<file path="config.mk">
export PLATFORM = sky130hd
export DESIGN_NAME = ctrl_sequencer
export DESIGN_NICKNAME = d
export VERILOG_FILES = /design/src/rtl/ctrl_sequencer.sv
export SDC_FILE = /design/constraint.sdc
export NUM_CORES = 1
export LEC_CHECK = 0
export BUFFER_PORTS_ARGS = -buffer_cell sky130_fd_sc_hd__buf_2
export CAP_MARGIN = 0
export CORE_UTILIZATION = 38
export DETAILED_ROUTE_END_ITERATION = 10
export GPL_TIMING_DRIVEN = 0
export PLACE_DENSITY_LB_ADDON = 0.3
export SLEW_MARGIN = 10
export SYNTH_ARGS = -nofsm -noshare
export SYNTH_HDL_FRONTEND = slang
export SYNTH_SLANG_ARGS = --single-unit
</file>
<file path="constraint.sdc">
create_clock -name clk -period 1.4 [get_ports clk]
set_clock_uncertainty 0.2 [all_clocks]
set_input_delay 0.07 -clock clk [delete_from_list [all_inputs] [get_ports clk]]
set_output_delay 0.07 -clock clk [all_outputs]
set_load 0.005 [all_outputs]
</file>
<file path="src/rtl/ctrl_sequencer.sv">
// Instruction sequencer for the 8-bit accumulator processor: fetch/decode/execute
// FSM that turns program-memory words into one-cycle datapath control strobes.
module ctrl_sequencer (
  input  logic       clk,
  input  logic       rstn_inter,
  input  logic [7:0] prog_mem_data,
  input  logic       zero_flag,
  output logic       pc_inc,
  output logic       cnt_load,
  output logic [4:0] cnt_val,
  output logic       load_en,
  output logic       store_en,
  output logic       R0_ce,
  output logic       R1_ce,
  output logic       R0_oe,
  output logic       R1_oe,
  output logic       alu_en,
  output logic [2:0] alu_op,
  output logic       imm_en,
  output logic [7:0] imm_val,
  output logic       halted,
  output logic [2:0] state_dbg
);

  localparam int unsigned DATA_W = 8;
  localparam int unsigned ADDR_W = 5;
  localparam int unsigned OP_W   = 3;

  localparam logic [OP_W-1:0] OP_NOP  = 3'd0;
  localparam logic [OP_W-1:0] OP_LD   = 3'd1;
  localparam logic [OP_W-1:0] OP_ST   = 3'd2;
  localparam logic [OP_W-1:0] OP_ALU  = 3'd3;
  localparam logic [OP_W-1:0] OP_JMP  = 3'd4;
  localparam logic [OP_W-1:0] OP_JZ   = 3'd5;
  localparam logic [OP_W-1:0] OP_LDI  = 3'd6;
  localparam logic [OP_W-1:0] OP_HALT = 3'd7;

  typedef enum logic [2:0] {
    S_FETCH  = 3'd0,
    S_DECODE = 3'd1,
    S_EXEC   = 3'd2,
    S_WB     = 3'd3,
    S_HALT   = 3'd4
  } state_t;

  state_t            state_q, state_d;
  logic [DATA_W-1:0] ir_q;
  logic [OP_W-1:0]   opcode;
  logic [ADDR_W-1:0] operand;

  assign opcode  = ir_q[7:5];
  assign operand = ir_q[4:0];

  // State and instruction register; ir only loads in FETCH
  always_ff @(posedge clk or negedge rstn_inter) begin
    if (!rstn_inter) begin
      state_q <= S_FETCH;
      ir_q    <= '0;
    end else begin
      state_q <= state_d;
      if (state_q == S_FETCH) ir_q <= prog_mem_data;
    end
  end

  always_comb begin
    state_d = state_q;
    unique case (state_q)
      S_FETCH:  state_d = S_DECODE;
      S_DECODE: state_d = S_EXEC;
      S_EXEC: begin
        if (opcode == OP_ALU)       state_d = S_WB;
        else if (opcode == OP_HALT) state_d = S_HALT;
        else                        state_d = S_FETCH;
      end
      S_WB:     state_d = S_FETCH;
      S_HALT:   state_d = S_HALT;
      default:  state_d = S_FETCH;
    endcase
  end

  // Strobes decode from registered state/ir, so async reset clears them at once
  always_comb begin
    pc_inc    = 1'b0;
    cnt_load  = 1'b0;
    load_en   = 1'b0;
    store_en  = 1'b0;
    R0_ce     = 1'b0;
    R1_ce     = 1'b0;
    R0_oe     = 1'b0;
    R1_oe     = 1'b0;
    alu_en    = 1'b0;
    alu_op    = '0;
    imm_en    = 1'b0;
    cnt_val   = operand;
    imm_val   = DATA_W'({3'b000, operand});
    halted    = (state_q == S_HALT);
    state_dbg = state_q;
    if (state_q == S_EXEC) begin
      unique case (opcode)
        OP_NOP: pc_inc = 1'b1;
        OP_LD: begin
          R0_oe   = ~ir_q[0];
          R1_oe   = ir_q[0];
          load_en = 1'b1;
          pc_inc  = 1'b1;
        end
        OP_ST: begin
          store_en = 1'b1;
          R0_ce    = ~ir_q[0];
          R1_ce    = ir_q[0];
          pc_inc   = 1'b1;
        end
        OP_ALU: begin
          alu_en = 1'b1;
          alu_op = ir_q[2:0];
          R1_oe  = 1'b1;
        end
        OP_JMP: cnt_load = 1'b1;
        OP_JZ: begin
          cnt_load = zero_flag;
          pc_inc   = ~zero_flag;
        end
        OP_LDI: begin
          imm_en  = 1'b1;
          load_en = 1'b1;
          pc_inc  = 1'b1;
        end
        OP_HALT: ;
        default: ;
      endcase
    end else if (state_q == S_WB) begin
      load_en = 1'b1;
      alu_en  = 1'b1;
      alu_op  = ir_q[2:0];
      R1_oe   = 1'b1;
      pc_inc  = 1'b1;
    end
  end

endmodule

</file>
Word-level counts from Yosys, hierarchy flattened
Index checks and enable logic that the tools add are counted.
- register bits after elaboration: 11
- latch bits: 0
- bits in writable memories: 0
- memory bits (read-only): 0
- input port bits: 11
- output and inout port bits: 30
- logic and storage cells: 46
- memories: 0
- add/sub/neg operators: 0
- multipliers: 0
- divide/modulo/power cells: 0
- order comparisons: 0
- eq/ne operators: 11
- shift-type cells: 0
- muxes and demuxes: 27
- bitwise gates (word level): 2
- reduce and logical (&&, ||, !) cells: 4
- operator list (kind ; number):
    $mux W1 ; 18
    $eq A3 B3 Y1 const B ; 5
    $mux W3 ; 5
    $eq A3 B2 Y1 const B ; 4
    $pmux W3 S4 ; 1
    $eq A3 B1 Y1 const B ; 2
    $logic_not A3 Y1 ; 2
    $pmux W1 S2 ; 3
    $reduce_or A4 Y1 ; 1
    $not A1 Y1 ; 2
    $reduce_or A2 Y1 ; 1

Logic depth before layout (Yosys ltp)
Gate-level depths: netlist of run 1.
- depth after elaboration: 4
- mapped depth: 4
- mapped depth without buffers: 3

Worst setup path before layout of run 1
No wires, ideal clock.
- kind: reg2out
- from: register state_q[0], in the netlist state_dbg[0]
- to: output R1_ce
- arrival: 1295 ps
- required time: 1130 ps
- path slack: -165 ps
- stages on the path, launching flop included: 5
- buffers on the path: 1
- cells stage by stage: dfrtp_1 buf_2 or3b_4 nor3_2 and2_1
- longest elaborated chain between the ends: 2
- RTL lines (item ; line ; source):
    from (decl) ; 46 ; state_t state_q, state_d;
    from (signal assigned) ; 60 ; state_q <= state_d;
    $eq A3 B2 Y1 ; 98 ; if (state_q == S_EXEC) begin
    $mux W1 ; 98 ;
    to (decl) ; 14 ; output logic R1_ce,
Every way passes these cells.

Worst setup path in the final report of run 1
- from: register state_q[2], in the netlist state_dbg[2]
- to: output R1_ce
Same word-level chain as after synthesis.

==> qor.txt, run 1 <==
Status - finished, violations left
Failing checks - negative setup slack
CTS Buffer Depth - 2
Number of synthesized register bits - 11
Non-Filler Instances - 163
# clock sinks - 11
Drt pass-1 iters - 3
Final Hold Fails - 0
Antenna violations before repair - 0
TritonCTS clock tree - built
Unique cell type count in the Yosys netlist - 30
Total core area - 1727 sq um
YS warnings - 0
Crit-path max FO - 4
Power Density - 2225 nW/um^2
GRT Total Usage - 20.91%
Num CTS Buffers - 3
Fin. max-slew vios - 0
Class of the worst hold path - reg -> reg
Total gr overflow - 0
Final period util - 128.6%
Die Wd - 44.94 um
Ys async rst share - 100.0%
Final setup violation count - 23
Die Area - 2020 sq um
Startpoint types - flop
Fin util - 77.75%
Vias - 729
Post-synth EDFFs - 0
Routed wire length per instance - 11.62 um
Row Count - 15
Worst-Skew Late Latency - 0.27 ns
Initial Utilization - 40.58%
Root Driver - clkbuf_4
DRT Wirelength - 1.894 mm
Final WS setup - -0.3999 ns
# DRC - 0
Final RePlAce weighted congestion - 0.7714
Commonest non-fill, non-tap cells in the layout - buf_2, buf_4, dlygate4sd3_1, mux2_4
Largest net degree at the start of global routing - 12
Fmax - 0.5556 GHz
Violation count after the first detailed-routing iteration - 9
Placed insts - 135
VDD IR max - 1.256 mV
Reg-to-reg critical path startpoint - state_dbg[0]
Worst Setup EP - R1_ce
Cells after Synth - 71
Final ANT Viol Nets - 0
Crit path time final - 1.800 ns
First-pass GRT wire length - 2.967 mm
Seq/Total Area, Yosys - 39.29%
Hold Slack - 0.3026 ns
Worst-case reg-to-reg path depth - 5
Cell area after layout - 1343 sq um
Max_cap viols - 0
Top FF cell, synth - dfrtp_1
Final net count - 150
Critical Path AT - 1.53 ns
Mean post-synth cell area - 9.869 sq um
Mapped Area - 700.7 sq um
# diodes - 0
Leakage - 0.6789 nW
Setup tns final - -5.750 ns
Die extent in y - 44.94 um
# H-tree levels - 1
IO Pins - 41
Setup CP Type - reg -> out
Critical Path RT - 1.13 ns
PortBufs - 37
Layout area overhead - 91.61%
Clock-pin slew on the worst setup and hold paths - 0.07 ns
Placed Area - 962.2 sq um
Unrepaired setup endpoints after global routing - yes
Commonest non-fill, non-tap cell in the layout - buf_2
Layout cells sized above 1 - 72.46%
Vias in the first global route - 678
Worst R2R Setup Slack - -0.25 ns
Setup crit end kind - primary output
Detail-routed via count per cell - 4.472
Worst R2R End - ir_q[6]
Worst setup path startpoint - state_dbg[2]
Post-DP HPWL - 1.101 mm
[worst max-delay path, cell delays in order (launching register included)]
cell     delay [ns]
dfrtp_2        0.43
or3b_4         0.42
nor3_4         0.18
and2_1         0.14
buf_2          0.10
[final cells by class]
class                   count  area [sq um]
multi-input cells          45         451.7
repair buffers             63         445.4
fillers                   124         384.1
flip-flops and latches     11         282.8
plain buffers              13         97.59
well taps                  25         31.28
clock buffers               4         26.28
inverters                   2         7.507
[metal layers]
metal / track usage (%) / part of all wire (%)
met5: 0 / 0
met3: 6.000 / 3.7
met2: 39.71 / 56
met4: 3.636 / 0
met1: 23.06 / 41
[state kept, by name (all words and copies together), names as in the netlist]
name and cells:
ir_q 8, state_dbg 3
[timing repair]
action | CTS | global route
hold buffers | 10 | 0
pin swaps | 7 | 10
endpoints found under the hold margin | 19 | 0
gates resized for setup | 26 | 9
buffers inserted | 10 | 6
setup endpoints to repair | 21 | 25
[through the flow]
step                      power, mW  worst slack (ns)
after global placement        1.963           -0.1867
final                         2.988           -0.3999
after CTS                     2.763           -0.4156
after detailed placement      1.998           -0.1931
after floorplan               1.580          -0.08742
after global routing          3.206           -0.4632
[logic make-up (layout without fill, tap and decap cells)]
| family | after synthesis | after routing | share of synthesized area, % |
|---|---|---|---|
| compound gates | 9 | 9 | 8.572 |
| buf+inv | 17 | 82 | 16.25 |
| flops | 11 | 11 | 39.29 |
| mux | 7 | 7 | 11.25 |
| other cells | 1 | 3 | 0.5352 |
| simple gates | 26 | 26 | 24.11 |
[where the power goes]
part | internal [mW] | switching [mW]
registers | 0.489 | 0.152
clock network | 0.110 | 0.101
logic | 1.27 | 0.865
total | 1.87 | 1.12
[synthesized netlist by cell type, types with 2 or more instances]
| library cell | number | area share [%] |
|---|---|---|
| nor4_1 | 2 | 1.8 |
| dfrtp_1 | 11 | 39 |
| buf_4 | 13 | 14 |
| mux2_2 | 7 | 11 |
| inv_1 | 2 | 1.1 |
| nand2_1 | 3 | 1.6 |
| a31oi_1 | 2 | 1.8 |
| nor2_1 | 3 | 1.6 |
| and2_1 | 4 | 3.6 |
| nor3b_1 | 2 | 2.1 |
| nand2b_1 | 3 | 2.7 |
[worst min path at each step]
stage | startpoint | endpoint | cells after the start
after global routing | state_dbg[2] | state_dbg[1] | 1
after detailed placement | rstn_inter | ir_q[3] | 1
after CTS | state_dbg[2] | state_dbg[1] | 1
after floorplan | rstn_inter | ir_q[0] | 0
after global placement | rstn_inter | ir_q[4] | 1
final | state_dbg[2] | state_dbg[1] | 1
Note: power is estimated with default switching activity, not from simulation.
==> run 2: changes to the inputs <==
- PLACE_DENSITY: unset -> 0.74
- PLACE_DENSITY_LB_ADDON: 0.3 -> unset
==> qor.txt, run 2 (same netlist as run 1, synthesis figures left out) <==
Antenna violations before repair - 0 (unchanged)
Startpoint types - flop (unchanged)
Status - finished, violations left (unchanged)
Num CTS Buffers - 3 (unchanged)
Crit path time final - 1.814 ns (was 1.800 ns)
Class of the worst hold path - in -> async (was reg -> reg)
Final setup violation count - 23 (unchanged)
Vias - 770 (was 729)
Layout area overhead - 86.79% (was 91.61%)
Vias in the first global route - 684 (was 678)
# diodes - 0 (unchanged)
Largest register by flop count - ir_q (unchanged)
Dpl ws - -0.1706 ns (was -0.1931 ns)
Initial Utilization - 40.58% (unchanged)
Detail-routed via count per cell - 4.724 (was 4.472)
PortBufs - 37 (unchanged)
Total core area - 1727 sq um (unchanged)
Violation count after the first detailed-routing iteration - 13 (was 9)
Unrepaired setup endpoints after global routing - yes (unchanged)
Setup crit end kind - primary output (unchanged)
Routed wire length per instance - 11.99 um (was 11.62 um)
Failing checks - negative hold slack, negative setup slack (was negative setup slack)
VDD IR max - 1.505 mV (was 1.256 mV)
Largest net degree at the start of global routing - 12 (unchanged)
# DRC - 0 (unchanged)
Commonest non-fill, non-tap cell in the layout - buf_2 (unchanged)
Critical Path RT - 1.13 ns (about the same)
Total gr overflow - 0 (unchanged)
Fill cells - 120 (was 124)
Clock-pin slew on the worst setup and hold paths - 0.07 ns (about the same)
Hold Slack - -0.001248 ns (was 0.3026 ns)
Row Count - 15 (unchanged)
Max_cap viols - 0 (unchanged)
Final Hold Fails - 5 (was 0)
GRT Total Usage - 19.98% (was 20.91%)
Final period util - 129.6% (was 128.6%)
Leakage - 0.6631 nW (was 0.6789 nW)
Final RePlAce weighted congestion - 0.8012 (was 0.7714)
Commonest non-fill, non-tap cells in the layout - buf_2, buf_4, dlygate4sd3_1, dfrtp_2, dfrtp_1 (was buf_2, buf_4, dlygate4sd3_1, mux2_4)
First-pass GRT wire length - 2.911 mm (was 2.967 mm)
Final WS setup - -0.4145 ns (was -0.3999 ns)
Max reg flops - 8 (unchanged)
DRT Wirelength - 1.954 mm (was 1.894 mm)
Crit-path max FO - 4 (unchanged)
Power, Total - 2.918 mW (was 2.988 mW)
Post-DP HPWL - 1.144 mm (was 1.101 mm)
Fin. max-slew vios - 0 (unchanged)
Critical Path AT - 1.54 ns (was 1.53 ns)
Drt pass-1 iters - 4 (was 3)
Die extent in y - 44.94 um (unchanged)
# H-tree levels - 1 (unchanged)
Fmax - 0.5511 GHz (was 0.5556 GHz)
Final net count - 150 (unchanged)
Area of the multi-input gates - 424.2 sq um (was 451.7 sq um)
FF+latch area - 282.8 sq um (unchanged)
CTS Buffer Depth - 2 (unchanged)
Fin util - 75.80% (was 77.75%)
Root Driver - clkbuf_4 (unchanged)
Layout cells sized above 1 - 71.01% (was 72.46%)
Die Area - 2020 sq um (unchanged)
Worst-Skew Late Latency - 0.27 ns (about the same)
# clock sinks - 11 (unchanged)
TritonCTS clock tree - built (unchanged)
IO Pins - 41 (unchanged)
Final ANT Viol Nets - 0 (unchanged)
Die Wd - 44.94 um (unchanged)
Setup CP Type - reg -> out (unchanged)
Power Density - 2230 nW/um^2 (was 2225 nW/um^2)
==> run 2: worst paths after layout <==
| path | to | from | slack [ns] | cells after the start |
|---|---|---|---|---|
| setup / recovery | R1_ce | state_dbg[2] | -0.41 | 4 |
| hold / removal | ir_q[4] | rstn_inter | -0.001 | 2 |
| hold reg to reg | ir_q[3] | ir_q[3] | 0.35 | 1 |
| min in group clk | ir_q[3] | ir_q[3] | 0.35 | 1 |
| setup reg to reg | state_dbg[2] | state_dbg[0] | -0.29 | 8 |
| max in group asynchronous | ir_q[6] | rstn_inter | 0.78 | 2 |
==> run 2: critical path, stage by stage (launching register included) <==
cell and delay, ns:
dfrtp_2 0.44, or3b_4 0.42, nor3_4 0.18, and2_1 0.14
buf_2 0.10
==> run 2: what timing repair did <==
| item | in CTS | in global routing |
|---|---|---|
| gates resized for setup | 14 | 12 |
| hold buffers | 9 | 0 |
| hold endpoints to repair | 19 | 0 |
| pin swaps | 12 | 13 |
| buffers inserted | 13 | 4 |
| endpoints found under the setup margin | 22 | 24 |
==> run 2: layout make-up <==
class	count	share of cell area [%]
Timing Repair Buffer	63	33.56
Clock buffer	4	2.008
Multi-Input combinational cell	45	32.41
Inverter	2	0.5736
Sequential cell	11	21.61
Tap cell	25	2.390
Buffer	13	7.457
==> run 2: routing by layer <==
metal	vias to the layer above	track usage, %	part of all wire, %	wire length [um]
li1	366	-	-	-
met1	358	24.30	41	803
met2	44	31.88	52	1014
met3	2	3.600	6.5	127
met4	0	13.94	0.41	8
met5	-	0	0	0
==> run 2: power by group <==
part           switching [mW]  internal [mW]  leakage, nW  total (mW)
Sequential              0.192          0.489        0.125       0.681
Clock                   0.103          0.110       0.0150       0.213
Combinational           0.824           1.20        0.523        2.02
Total                    1.12           1.80        0.663        2.92
==> run 2: stage by stage <==
step	cells	setup TNS (ns)	cell area, sq um	hold WS [ns]
after floorplan	73	-0.6496	745.7	-0.4256
after global placement	135	-1.823	962.2	-0.2496
after detailed placement	135	-2.024	962.2	-0.2494
after CTS	160	-5.726	1239	0.0004682
after global routing	163	-6.778	1309	0.02587
final	163	-5.393	1309	-0.001248
